==> config.mk <==
export PLATFORM = sky130hd
export DESIGN_NAME = ddfs_wave_gen
export DESIGN_NICKNAME = d
export VERILOG_FILES = /design/src/rtl/ddfs_pkg.sv /design/src/rtl/ddfs_wave_gen_lut.sv /design/src/rtl/ddfs_wave_gen.sv
export SDC_FILE = /design/constraint.sdc
export NUM_CORES = 1
export LEC_CHECK = 0
export CORE_ASPECT_RATIO = 0.9
export CORE_UTILIZATION = 66
export DETAILED_ROUTE_END_ITERATION = 12
export PLACE_DENSITY = 0.85
export SYNTH_ARGS = -nofsm -noshare
export SYNTH_HDL_FRONTEND = slang
export SYNTH_SLANG_ARGS = --single-unit
==> constraint.sdc <==
create_clock -name clk -period 8.4 [get_ports clk]
set_input_delay 1.26 -clock clk [delete_from_list [all_inputs] [get_ports clk]]
set_output_delay 1.26 -clock clk [all_outputs]
set_load 0.01 [all_outputs]
==> src/rtl/ddfs_pkg.sv <==
// Shared definitions for the DDFS waveform generator: waveform encodings,
// output mid-scale helper and the fixed pipeline latency.
package ddfs_pkg;

  typedef enum logic [1:0] {
    MODE_SINE   = 2'b00,
    MODE_SQUARE = 2'b01,
    MODE_TRI    = 2'b10,
    MODE_SAW    = 2'b11
  } mode_e;

  // Accumulator-to-output delay in clock cycles.
  localparam int LATENCY = 3;

  // Offset-binary zero level for a w-bit DAC sample.
  function automatic int unsigned mid_scale(input int unsigned w);
    return 32'd1 << (w - 1);
  endfunction

endpackage

==> src/rtl/ddfs_wave_gen_lut.sv <==
// Quarter-wave sine magnitude table with a registered read. Entries are
// sampled at half-index offsets, so the quarter mirrors cleanly into a full
// wave without repeating the peak or zero sample.
module sin_quarter_lut #(
  parameter int DATA_WIDTH = 12,
  parameter int IDX_WIDTH  = 8
) (
  input  logic                  clk,
  input  logic                  rst_n,
  input  logic [IDX_WIDTH-1:0]  idx_i,
  output logic [DATA_WIDTH-2:0] mag_o
);

  localparam int DEPTH = 1 << IDX_WIDTH;

  // round(AMP * sin(pi/2 * (i+0.5)/DEPTH)), evaluated at elaboration with a
  // Q30 Taylor series so no real arithmetic reaches synthesis.
  function automatic logic [DATA_WIDTH-2:0] lut_entry(input int i);
    longint x;
    longint x2;
    longint term;
    longint sum;
    longint amp;
    x    = (64'sd1686629713 * longint'(2 * i + 1)) / longint'(2 * DEPTH);
    x2   = (x * x) >>> 30;
    term = x;
    sum  = x;
    for (int k = 1; k <= 8; k++) begin
      term = -(((term * x2) >>> 30) / longint'((2 * k) * (2 * k + 1)));
      sum  = sum + term;
    end
    amp = (64'sd1 <<< (DATA_WIDTH - 1)) - 64'sd1;
    return (DATA_WIDTH - 1)'((amp * sum + (64'sd1 <<< 29)) >>> 30);
  endfunction

  logic [DATA_WIDTH-2:0] rom [DEPTH];
  logic [DATA_WIDTH-2:0] mag_q;

  for (genvar g = 0; g < DEPTH; g++) begin : g_rom
    localparam logic [DATA_WIDTH-2:0] ENTRY = lut_entry(g);
    assign rom[g] = ENTRY;
  end

  // Registered table read.
  always_ff @(posedge clk or negedge rst_n) begin
    if (!rst_n) mag_q <= '0;
    else        mag_q <= rom[idx_i];
  end

  assign mag_o = mag_q;

endmodule

==> src/rtl/ddfs_wave_gen.sv <==
// Direct digital frequency synthesiser: phase accumulator with wrap-deferred
// parameter updates, followed by a 3-stage waveform pipeline (phase/mode,
// LUT read + tags, output mux). q holds its last value on invalid slots.
module ddfs_wave_gen
  import ddfs_pkg::*;
#(
  parameter int DATA_WIDTH  = 12,
  parameter int ADDR_WIDTH  = 10,
  parameter int PHASE_WIDTH = 32
) (
  input  logic                   clk,
  input  logic                   rst_n,
  input  logic                   en,
  input  logic                   load,
  input  logic [PHASE_WIDTH-1:0] fcw_in,
  input  logic [PHASE_WIDTH-1:0] phase_off_in,
  input  logic [1:0]             mode_in,
  output logic [DATA_WIDTH-1:0]  q,
  output logic                   q_valid,
  output logic                   wrap
);

  localparam int IDX_WIDTH = ADDR_WIDTH - 2;
  localparam logic [DATA_WIDTH-1:0] MID = DATA_WIDTH'(mid_scale(DATA_WIDTH));

  logic [PHASE_WIDTH-1:0] acc_q, acc_d;
  logic [PHASE_WIDTH-1:0] fcw_act_q, fcw_act_d, off_act_q, off_act_d;
  logic [PHASE_WIDTH-1:0] fcw_pend_q, fcw_pend_d, off_pend_q, off_pend_d;
  mode_e                  mode_act_q, mode_act_d, mode_pend_q, mode_pend_d;
  logic                   pend_vld_q, pend_vld_d;
  logic                   wflag_q, wflag_d;
  logic [PHASE_WIDTH:0]   acc_sum;
  logic                   wrap_evt;

  assign acc_sum  = {1'b0, acc_q} + {1'b0, fcw_act_q};
  assign wrap_evt = en & acc_sum[PHASE_WIDTH];

  // Accumulator step and pending/active parameter hand-over.
  always_comb begin
    acc_d       = acc_q;
    wflag_d     = wflag_q;
    fcw_act_d   = fcw_act_q;
    off_act_d   = off_act_q;
    mode_act_d  = mode_act_q;
    fcw_pend_d  = fcw_pend_q;
    off_pend_d  = off_pend_q;
    mode_pend_d = mode_pend_q;
    pend_vld_d  = pend_vld_q;
    if (en) begin
      acc_d   = acc_sum[PHASE_WIDTH-1:0];
      wflag_d = acc_sum[PHASE_WIDTH];
    end
    if (wrap_evt && load) begin
      // A load landing on the wrap goes live at once; older pending is dropped.
      fcw_act_d  = fcw_in;
      off_act_d  = phase_off_in;
      mode_act_d = mode_e'(mode_in);
      pend_vld_d = 1'b0;
    end else begin
      if ((wrap_evt || !en) && pend_vld_q) begin
        fcw_act_d  = fcw_pend_q;
        off_act_d  = off_pend_q;
        mode_act_d = mode_pend_q;
        pend_vld_d = 1'b0;
      end
      if (load) begin
        fcw_pend_d  = fcw_in;
        off_pend_d  = phase_off_in;
        mode_pend_d = mode_e'(mode_in);
        pend_vld_d  = 1'b1;
      end
    end
  end

  // Accumulator and parameter registers.
  always_ff @(posedge clk or negedge rst_n) begin
    if (!rst_n) begin
      acc_q       <= '0;
      wflag_q     <= 1'b0;
      fcw_act_q   <= '0;
      off_act_q   <= '0;
      mode_act_q  <= MODE_SINE;
      fcw_pend_q  <= '0;
      off_pend_q  <= '0;
      mode_pend_q <= MODE_SINE;
      pend_vld_q  <= 1'b0;
    end else begin
      acc_q       <= acc_d;
      wflag_q     <= wflag_d;
      fcw_act_q   <= fcw_act_d;
      off_act_q   <= off_act_d;
      mode_act_q  <= mode_act_d;
      fcw_pend_q  <= fcw_pend_d;
      off_pend_q  <= off_pend_d;
      mode_pend_q <= mode_pend_d;
      pend_vld_q  <= pend_vld_d;
    end
  end

  // Valid and wrap flags travel LATENCY cycles alongside the sample.
  logic [LATENCY-1:0] vld_sr_q, wrap_sr_q;

  // Sample flag delay lines.
  always_ff @(posedge clk or negedge rst_n) begin
    if (!rst_n) begin
      vld_sr_q  <= '0;
      wrap_sr_q <= '0;
    end else begin
      vld_sr_q  <= {vld_sr_q[LATENCY-2:0], en};
      wrap_sr_q <= {wrap_sr_q[LATENCY-2:0], en & wflag_q};
    end
  end

  // ---- stage 1: phase and mode ----
  logic [PHASE_WIDTH-1:0] p_p1_q;
  mode_e                  mode_p1_q;

  // Register offset phase with the mode it must be rendered in.
  always_ff @(posedge clk or negedge rst_n) begin
    if (!rst_n) begin
      p_p1_q    <= '0;
      mode_p1_q <= MODE_SINE;
    end else begin
      p_p1_q    <= acc_q + off_act_q;
      mode_p1_q <= mode_act_q;
    end
  end

  // ---- stage 2: LUT read, quadrant/mode tag, non-sine value ----
  logic [ADDR_WIDTH-1:0] addr_p1;
  logic [IDX_WIDTH-1:0]  lut_idx;
  logic [DATA_WIDTH-1:0] alt_d;
  logic [DATA_WIDTH-2:0] mag_p2;
  logic [DATA_WIDTH-1:0] alt_p2_q;
  logic                  qhi_p2_q;
  mode_e                 mode_p2_q;
  logic                  unused_phase;

  assign addr_p1      = p_p1_q[PHASE_WIDTH-1 -: ADDR_WIDTH];
  assign lut_idx      = addr_p1[ADDR_WIDTH-2] ? ~addr_p1[IDX_WIDTH-1:0]
                                              : addr_p1[IDX_WIDTH-1:0];
  assign unused_phase = ^p_p1_q;

  // Square, triangle and sawtooth come straight from the phase bits.
  always_comb begin
    alt_d = MID;
    case (mode_p1_q)
      MODE_SQUARE: alt_d = p_p1_q[PHASE_WIDTH-1] ? '0 : '1;
      MODE_TRI:    alt_d = p_p1_q[PHASE_WIDTH-1] ? ~p_p1_q[PHASE_WIDTH-2 -: DATA_WIDTH]
                                                 :  p_p1_q[PHASE_WIDTH-2 -: DATA_WIDTH];
      MODE_SAW:    alt_d = p_p1_q[PHASE_WIDTH-1 -: DATA_WIDTH];
      default:     alt_d = MID;
    endcase
  end

  sin_quarter_lut #(
    .DATA_WIDTH (DATA_WIDTH),
    .IDX_WIDTH  (IDX_WIDTH)
  ) u_lut (
    .clk   (clk),
    .rst_n (rst_n),
    .idx_i (lut_idx),
    .mag_o (mag_p2)
  );

  // Tags that accompany the LUT read.
  always_ff @(posedge clk or negedge rst_n) begin
    if (!rst_n) begin
      qhi_p2_q  <= 1'b0;
      mode_p2_q <= MODE_SINE;
      alt_p2_q  <= MID;
    end else begin
      qhi_p2_q  <= addr_p1[ADDR_WIDTH-1];
      mode_p2_q <= mode_p1_q;
      alt_p2_q  <= alt_d;
    end
  end

  // ---- stage 3: output mux ----
  logic [DATA_WIDTH-1:0] sine_p2;
  logic [DATA_WIDTH-1:0] q_q, q_d;

  assign sine_p2 = qhi_p2_q ? (MID - DATA_WIDTH'(1) - {1'b0, mag_p2})
                            : (MID + {1'b0, mag_p2});

  // Pick the waveform; hold the previous sample on invalid slots.
  always_comb begin
    q_d = q_q;
    if (vld_sr_q[LATENCY-2]) q_d = (mode_p2_q == MODE_SINE) ? sine_p2 : alt_p2_q;
  end

  // Output register.
  always_ff @(posedge clk or negedge rst_n) begin
    if (!rst_n) q_q <= MID;
    else        q_q <= q_d;
  end

  assign q       = q_q;
  assign q_valid = vld_sr_q[LATENCY-1];
  assign wrap    = wrap_sr_q[LATENCY-1];

endmodule
Yosys cells after proc, flatten, opt, wreduce, memory -nomap -nowiden
Memory sizes are Yosys's and may differ from the RTL's. A register that Yosys moved wholly into a read port is not among the register bits.
Cells that the tools add are included.

storage, ports and cells
  output and inout port bits = 14
  logic and storage cells = 55
  memories kept = 1
  register bits = 233
  bits in read-only memories = 2816
  input port bits = 70

memory list
  name              depth  bits a word  rd ports  clocked after Yosys merged registers in  wr ports  RTL line                 RTL
  (name not given)  256    11           1         1                                        0         ddfs_wave_gen_lut.sv:47  else mag_q <= rom[idx_i];

operators by class
  bitwise logic cells = 6
  $add $sub $neg = 4
  reduce and logical (&&, ||, !) cells = 9
  equal/unequal tests = 3
  multiplexer cells = 15

operator list
  cell                    number
  $mux 32                 4
  $mux 12                 4
  $pmux 12 s3             1
  $add 32x32->33          1
  $add 32x32->32          1
  $add 12x11->12 const A  1
  $not 12->12             1
  $sub 11x11->12 const A  1
  $not 8->9               1
  $mux 8                  1
  $not 8->8               1
  $eq 2x2->1 const B      2
  $mux 2                  2
  $mux 1                  3
  $reduce_bool 3->1       1
  $and 1x1->1             2
  $eq 2x1->1 const B      1
  $logic_and 1x1->1       2
  $logic_not 1->1         2
  $logic_not 2->1         1
  $reduce_and 2->1        1
  $reduce_bool 2->1       1
  $logic_or 1x1->1        1
  $not 1->1               1

Longest topological paths before layout
  depth in word-level cells = 7
  gate-level depth with buffers = 14
  gate-level depth less buffers = 11

By module
A second synthesis with hierarchy kept.

unflattened totals
  cell total of the unflattened synthesis = 1744
  area, all modules = 15434.8 um2

modules (own cells, without submodules)
  module           cells an instance  area each (um2)  times used
  ddfs_wave_gen    1238               12092.8          1
  sin_quarter_lut  506                3342.0           1

Worst setup path before layout
No wires, ideal clock.

  path kind = register to register
  start = register p_p1_q[30]
  end = register u_lut.mag_q[0] (netlist: u_lut.mag_o[0])
  arrival time = 2.901 ns
  path buffers = 2
  slack = 5.363 ns
  cell stages (with the launch flop) = 14
  setup time = 0.136 ns
  required time = 8.264 ns
  cell sequence = dfrtp_1 -> buf_2 -> xor2_1 -> clkinv_1 -> ha_1 -> clkbuf_1 -> nand2_1 -> nor2_1 -> o21ai_0 -> o31ai_1 -> a2111oi_0 -> a21oi_1 -> a221oi_1 -> a21oi_1

between the ends
  cells in the longest elaborated chain, start to end = 2

ends and longest elaborated chain
  what                             RTL line                 RTL
  start, declared                  ddfs_wave_gen.sv:115     logic [PHASE_WIDTH-1:0] p_p1_q;
  start signal, assigned           ddfs_wave_gen.sv:124     p_p1_q <= acc_q + off_act_q;
  $mux 8                           ddfs_wave_gen.sv:140     assign lut_idx = addr_p1[ADDR_WIDTH-2] ? ~addr_p1[IDX_WIDTH-1:0]
  $not 8->9 (not written as such)  ddfs_wave_gen_lut.sv:47
  end, declared                    ddfs_wave_gen_lut.sv:37  logic [DATA_WIDTH-2:0] mag_q;

Every way passes these cells.
A chain may end at the register's enable or synchronous reset.

Worst setup path in the final report
Ends and elaborated chain as after synthesis.

==> results <==
- The run finished with clean final reports.
- The pre-antenna-repair detailed-routing pass consisted of 6 iterations.
- The total area inside the core boundary comes to 0.0217 mm^2.
- The end of the worst register-to-register path is u_lut.mag_o[0].
- Hold repair after CTS inserted 0 buffers.
- CTS saw 225 sinks.
- The area growth from synthesis to layout is 12.1%.
- Across all hold checks on the routed design, the worst slack comes to 0.349 ns.
- The number of input and output port buffers inserted is 83.
- The multi-input combinational cells in the finished layout cover a total of 0.00855 mm^2.
- The fmax is 219 MHz.
- Once detailed placement completed, the half-perimeter wirelength came to 26,400 um.
- The floorplan step defined a die boundary enclosing 0.0228 mm^2.
- The first routing iteration left 1,480 violations.
- After the last flow step, the layout net total stands at 1,756.
- The relative slew slack is 0.0936.
- The synthesized design contains 0 enable-type register cells.
- After synthesis the cells add up to 0.0147 mm^2.
- The total length of routed wires is 39,300 um.
- The share of flip-flops with an asynchronous set or reset is 1.00.
- In this run the core area contains 51 standard-cell rows.
- The critical path ends at u_lut.mag_o[0].
- The startpoint of the worst-slack reg-to-reg timing path is p_p1_q[30].
- The biggest area contributor in the post-synthesis netlist is sky130_fd_sc_hd__dfrtp_1.
- The clock tree from TritonCTS is yes.
- The critical path capture point type is a register.
- The number of fill cells in the layout is 1,510.
- The number of antenna violations at the first check in global routing is 0.
- The post-synthesis cell type count is 77.
- The number of warnings reported in the yosys synthesis log is 0.
- In this run the deepest clock path goes through 3 buffers.
- The share of cells above drive strength 1 is 0.0879.
- The hold violation count in the final report is 0.
- For the worst setup path, the data required time is 8.77 ns.
- The post-synth net total is 1,745.
- At the worst endpoint, the arrival time is 4.94 ns.
- The global placer's final weighted congestion is 0.974.
- The library cell used as clock root buffer is sky130_fd_sc_hd__clkbuf_16.
- The global-route wire length before repair is 64,400 um.
- The detail route stage leaves a number of antenna-violating nets equal to 0.
- The clock-pin slew of the registers on the worst-case setup and hold paths is 0.06 ns.
- By area the synthesized netlist is led by sky130_fd_sc_hd__dfrtp_1 38%, sky130_fd_sc_hd__a21oi_1 6.8%, sky130_fd_sc_hd__ha_1 6.5%, sky130_fd_sc_hd__mux2i_1 4.7%, sky130_fd_sc_hd__mux2_2 4.4%.
- The max-slew violation total from the final report was 0.
- The clock latency of the later-clocked register in the worst-skew pair is 0.53 ns.
- The biggest fanout along the worst timing path is 58.
- The routed design could run at a clock period as short as 4.57 ns.
- The core occupancy in the finished layout is 0.758.
- The routed layout has 12.7k vias.
- CTS built an H-tree with a depth of 1.
- STA classifies the critical path startpoint as a register.
- The vertical die dimension is 143 um.
- The number of buffers added by the clock tree synthesis step is 24.
- The average via count per standard cell is 6.63.
- The critical path starts at p_p1_q[30].
- For the pin with the worst max-slew slack, the measured transition is 1.35 ns.
- The total overflow left after global routing is 0.
- Across all register-to-register paths, the minimum setup slack is 3.83 ns.
- Summing all flip-flop and latch instances after layout gives 0.00563 mm^2.
- Setup repair after global routing left no endpoint under its margin.
- Entering global routing, the biggest net connects 117 pins.
- The worst register-to-register path has a depth of 14.
- The predominant post-synthesis flop cell is sky130_fd_sc_hd__dfrtp_1.
- The number of setup violations in the final report is 0.
- The total negative slack for setup checks is 0 ns.
- The share of the clock period used by the worst path is 0.544.
- Across the run, the number of max-cap violations was 0.
- The quantity of gates resized following cts is 0.
- The commonest cells after synthesis are 223 x sky130_fd_sc_hd__dfrtp_1, 199 x sky130_fd_sc_hd__a21oi_1, 167 x sky130_fd_sc_hd__nor2_1.
- In the global route stage, overall resource usage came out at 0.347.
- The count of cells along the worst hold path is 0.
- The initial standard-cell utilization of the core is 0.677.
- The dominant cell by count in the synthesized netlist is sky130_fd_sc_hd__dfrtp_1.
- Synthesis produced a netlist whose cell count is 1,598.
- The DRC violation count after routing is 0.
- The path category of the worst min-delay check is reg -> reg.
- The number of setup buffers added after CTS is 0.
- The top cell type's share of synthesized area is 0.380.
- The via count of the first global-routing pass is 12.2k.
- In this run the horizontal extent of the chip is 159 um.
- Counting flops and latches in the post-synthesis netlist gives 225.
- The critical path in this run is classified as reg -> reg.
- The number of inserted diodes is 0.
- The total I/O pin count is 84.
- The share of the Yosys chip area taken by registers is 0.384.
- After detailed routing, the average wire length per cell comes to 20.5 um.
- After synthesis, the mean cell area works out to 9.19 um^2.
- The clock arrives with 0.0303 ns of skew.
==> through the flow <==
stage	setup WS [ns]	std cells	area (um^2)
after detailed placement	3.95	1874	15600
final	3.83	1917	16500
after global placement	4.05	1874	15600
after CTS	3.96	1917	16500
after global routing	3.49	1917	16500
after floorplan	5.36	1598	14700
==> worst max-delay path: stages (launching register included) <==
cell,delay [ns]
sky130_fd_sc_hd__dfrtp_2,0.34
sky130_fd_sc_hd__buf_4,0.50
sky130_fd_sc_hd__xor2_4,0.17
sky130_fd_sc_hd__buf_4,0.51
sky130_fd_sc_hd__clkinv_1,0.73
sky130_fd_sc_hd__buf_4,0.48
sky130_fd_sc_hd__ha_1,0.33
sky130_fd_sc_hd__nor2_1,0.13
sky130_fd_sc_hd__nor2_1,0.07
sky130_fd_sc_hd__a31oi_1,0.17
sky130_fd_sc_hd__nor2_1,0.05
sky130_fd_sc_hd__a2111oi_0,0.45
sky130_fd_sc_hd__nor3_1,0.08
sky130_fd_sc_hd__a311oi_1,0.30
sky130_fd_sc_hd__a21oi_1,0.08
==> metal layers <==
metal	up-vias	track usage	part of all wire
li1	5891	-	-
met5	-	0	0
met4	0	0.126	0.032
met1	6102	0.470	0.42
met2	612	0.583	0.48
met3	103	0.0392	0.073
==> cells by family after synthesis <==
group | count (synthesis) | synth area share
AOI/OAI and AO/OA | 509 | 0.218
DFF | 225 | 0.384
buffers and inverters | 134 | 0.0402
muxes | 169 | 0.126
xor gates and xnor gates | 75 | 0.0447
and+or+nand+nor | 409 | 0.121
adders and majority gates | 77 | 0.0661
==> layout by cell type (no fill, tap or decap), drive strengths merged, types with 7 or more instances in the layout <==
| cell type | count |
|---|---|
| dfrtp | 223 |
| a21oi | 199 |
| nor2 | 168 |
| nand2 | 122 |
| mux2 | 97 |
| clkdlybuf4s50 | 81 |
| o21ai | 78 |
| ha | 76 |
| mux2i | 69 |
| xnor2 | 50 |
| clkbuf | 34 |
| nand3 | 33 |
| a21o | 28 |
| o22ai | 26 |
| nor3 | 26 |
| a31oi | 25 |
| xor2 | 25 |
| o211ai | 24 |
| a211oi | 23 |
| buf | 22 |
| inv | 13 |
| nand2b | 10 |
| nand4 | 10 |
| a2111oi | 10 |
| a221oi | 9 |
| a311oi | 9 |
| o31ai | 9 |
| o311ai | 8 |
| a22oi | 7 |
| nor2b | 7 |
| o221ai | 7 |
| o21a | 7 |
| and3 | 7 |
| o21bai | 7 |
==> registers in the layout (all words and copies together), names as in the netlist, 11 cells and up <==
signal       cells
fcw_act_q       32
off_act_q       32
p_p1_q          13
q               12
alt_p2_q        12
off_pend_q      32
fcw_pend_q      32
acc_q           32
u_lut.mag_o     11
==> worst min path at each step <==
| stage | start | endpoint | slack (ns) |
|---|---|---|---|
| finish | vld_sr_q[0] | vld_sr_q[1] | 0.35 |
| global route | wrap_sr_q[0] | wrap_sr_q[1] | 0.36 |
| CTS | vld_sr_q[0] | vld_sr_q[1] | 0.35 |
| detailed placement | vld_sr_q[0] | vld_sr_q[1] | 0.34 |
| global placement | vld_sr_q[0] | vld_sr_q[1] | 0.33 |
| floorplan | vld_sr_q[0] | vld_sr_q[1] | 0.33 |
==> cell type report <==
cell class / instances / share of cell area
clock buffers: 34 / 0.0424
clock inverters: 9 / 0.00981
inverters: 16 / 0.00365
multi-input cells: 1239 / 0.520
flip-flops and latches: 225 / 0.342
well taps: 291 / 0.0221
repair buffers: 103 / 0.0596
Power is not shown: default switching activity piles up to over one toggle a cycle in this logic, so the estimate is an artifact.
==> edit (config.mk and constraints unchanged) <==
The parameter `PHASE_WIDTH` goes from 32 to 24.
--- a/src/rtl/ddfs_wave_gen.sv
+++ b/src/rtl/ddfs_wave_gen.sv
@@ -6,7 +6,7 @@
 #(
   parameter int DATA_WIDTH  = 12,
   parameter int ADDR_WIDTH  = 10,
-  parameter int PHASE_WIDTH = 32
+  parameter int PHASE_WIDTH = 24
 ) (
   input  logic                   clk,
   input  logic                   rst_n,
Interface: changed (resized fcw_in and phase_off_in); port bits go from 84 to 68. The function was not compared with the original's and may differ.
==> edit against the original RTL <==
- fmax rose by 2.5%
- sequential cell count fell by 40
- synthesized area fell by 3.4%
- cell count rose by 2.3%
- design area fell by 6.8%
- routed wire length rose by 33%
- setup slack improved by 110 ps
Power is not shown: default switching activity piles up to over one toggle a cycle in this logic, so the estimate is an artifact.
==> edit: results (changes against the original RTL) <==
| Metric | Value |
|---|---|
| Largest net degree at the start of global routing | `100 (-15%)` |
| Via density per instance | `7.44 (+12%)` |
| Post-synthesis xor/xnor area fraction | `4.35% (-0.13 points)` |
| Max incr delay on CP | `910 ps (+180 ps)` |
| Final HPWL from detailed placement | `35.2 mm (+33%)` |
| Clock Latency Late Sink | `450 ps (-80 ps)` |
| Drt pass-1 iters | `10 (+4)` |
| Drt initial violations | `2690 (+82%)` |
| Wire length of the first global-routing pass | `80.3 mm (+25%)` |
| Clock Skew | `17.5 ps (-12.8 ps)` |
| Top-count cell post-synth | `nand2_1` |
| FF-to-FF path depth | `11 (-3)` |
| Worst-path cell with the longest stage delay | `dfrtp_4` |
| CTS buffer count | `17 (-29%)` |
| Initial antenna violation count | `1 (+1)` |
| Synth Area in Adders | `5.43% (-1.2 points)` |
| CP top delay family | `simple AND/OR/NAND/NOR gates` |
| Wirelength, routed | `52.3 mm (+33%)` |
| DR WL/cell | `26.6 um (+30%)` |
| Mux cell area share after synthesis | `8.08% (-4.5 points)` |
| Status | `completed` |
| Worst R2R Start | `p_p1_q[22]` |
| Number of port buffers | `67 (-19%)` |
| Max clock buf depth | `2 (-1)` |
| Library cells used by synthesis | `82 (+6.5%)` |
| Worst EP arrival | `4770 ps (-170 ps)` |
| Hold Crit Start | `wrap_sr_q[1]` |
| RD Place Congestion | `1.08 (+11%)` |
| Flop-to-flop setup slack | `3940 ps (+110 ps)` |
| Synth top cells by count | `nand2_1, dfrtp_1, a21oi_1, nor2_1, o21ai_0` |
| Slew headroom | `23.8% (+14 points)` |
| Synth top area cells | `dfrtp_1, a21oi_1, nand2_1` |
| Placed Instances | `1930 (+3.0%)` |
| Dpl ws | `4160 ps (+208 ps)` |
| Placed Area | `0.0147 mm^2 (-5.6%)` |
==> edit: through the flow <==
| stage | hold slack, ps | util (%) |
|---|---|---|
| 5_1_grt | 361 | 73.2 |
| 2_1_floorplan | 331 | - |
| 3_5_place_dp | 339 | 70.3 |
| 6_report | 359 | 73.2 |
| 4_1_cts | 354 | 73.2 |
| 3_3_place_gp | 332 | 70.3 |
==> edit: worst max-delay path by stage <==
stage,from,endpoint,slack (ps),depth (start not counted)
global placement,p_p1_q[22],u_lut.mag_o[4],4310,11
finish,p_p1_q[22],u_lut.mag_o[4],3940,11
CTS,p_p1_q[22],u_lut.mag_o[4],4140,11
detailed placement,p_p1_q[22],u_lut.mag_o[4],4160,11
global route,p_p1_q[22],u_lut.mag_o[2],3830,11
floorplan,p_p1_q[22],u_lut.mag_o[4],5410,13
==> edit: layout make-up <==
cell class / instances / area, um^2 / share of cell area [%]
Tap cell: 286 / 358 / 2.33
Timing Repair Buffer: 95 / 885 / 5.77
Sequential cell: 185 / 4640 / 30.2
Multi-Input combinational cell: 1346 / 8780 / 57.2
Clock inverter: 11 / 161 / 1.05
Inverter: 18 / 67.6 / 0.441
Clock buffer: 21 / 450 / 2.94
==> edit: cell families after synthesis <==
family / after synthesis
flip-flops: 185
XOR/XNOR: 67
multiplexers: 86
AND/OR/NAND/NOR: 540
buffers and inverters: 164
AO/OA/AOI/OAI: 592
adder cells (fa/ha/maj): 61
==> edit: metal layers <==
layer / vias up / wire length (um) / global-route usage (%)
met5: - / 130 / 4.76
met4: 4 / 2010 / 19.7
met3: 222 / 8470 / 18.9
met2: 1354 / 21600 / 67.1
met1: 6866 / 20000 / 65.6
li1: 6143 / - / -
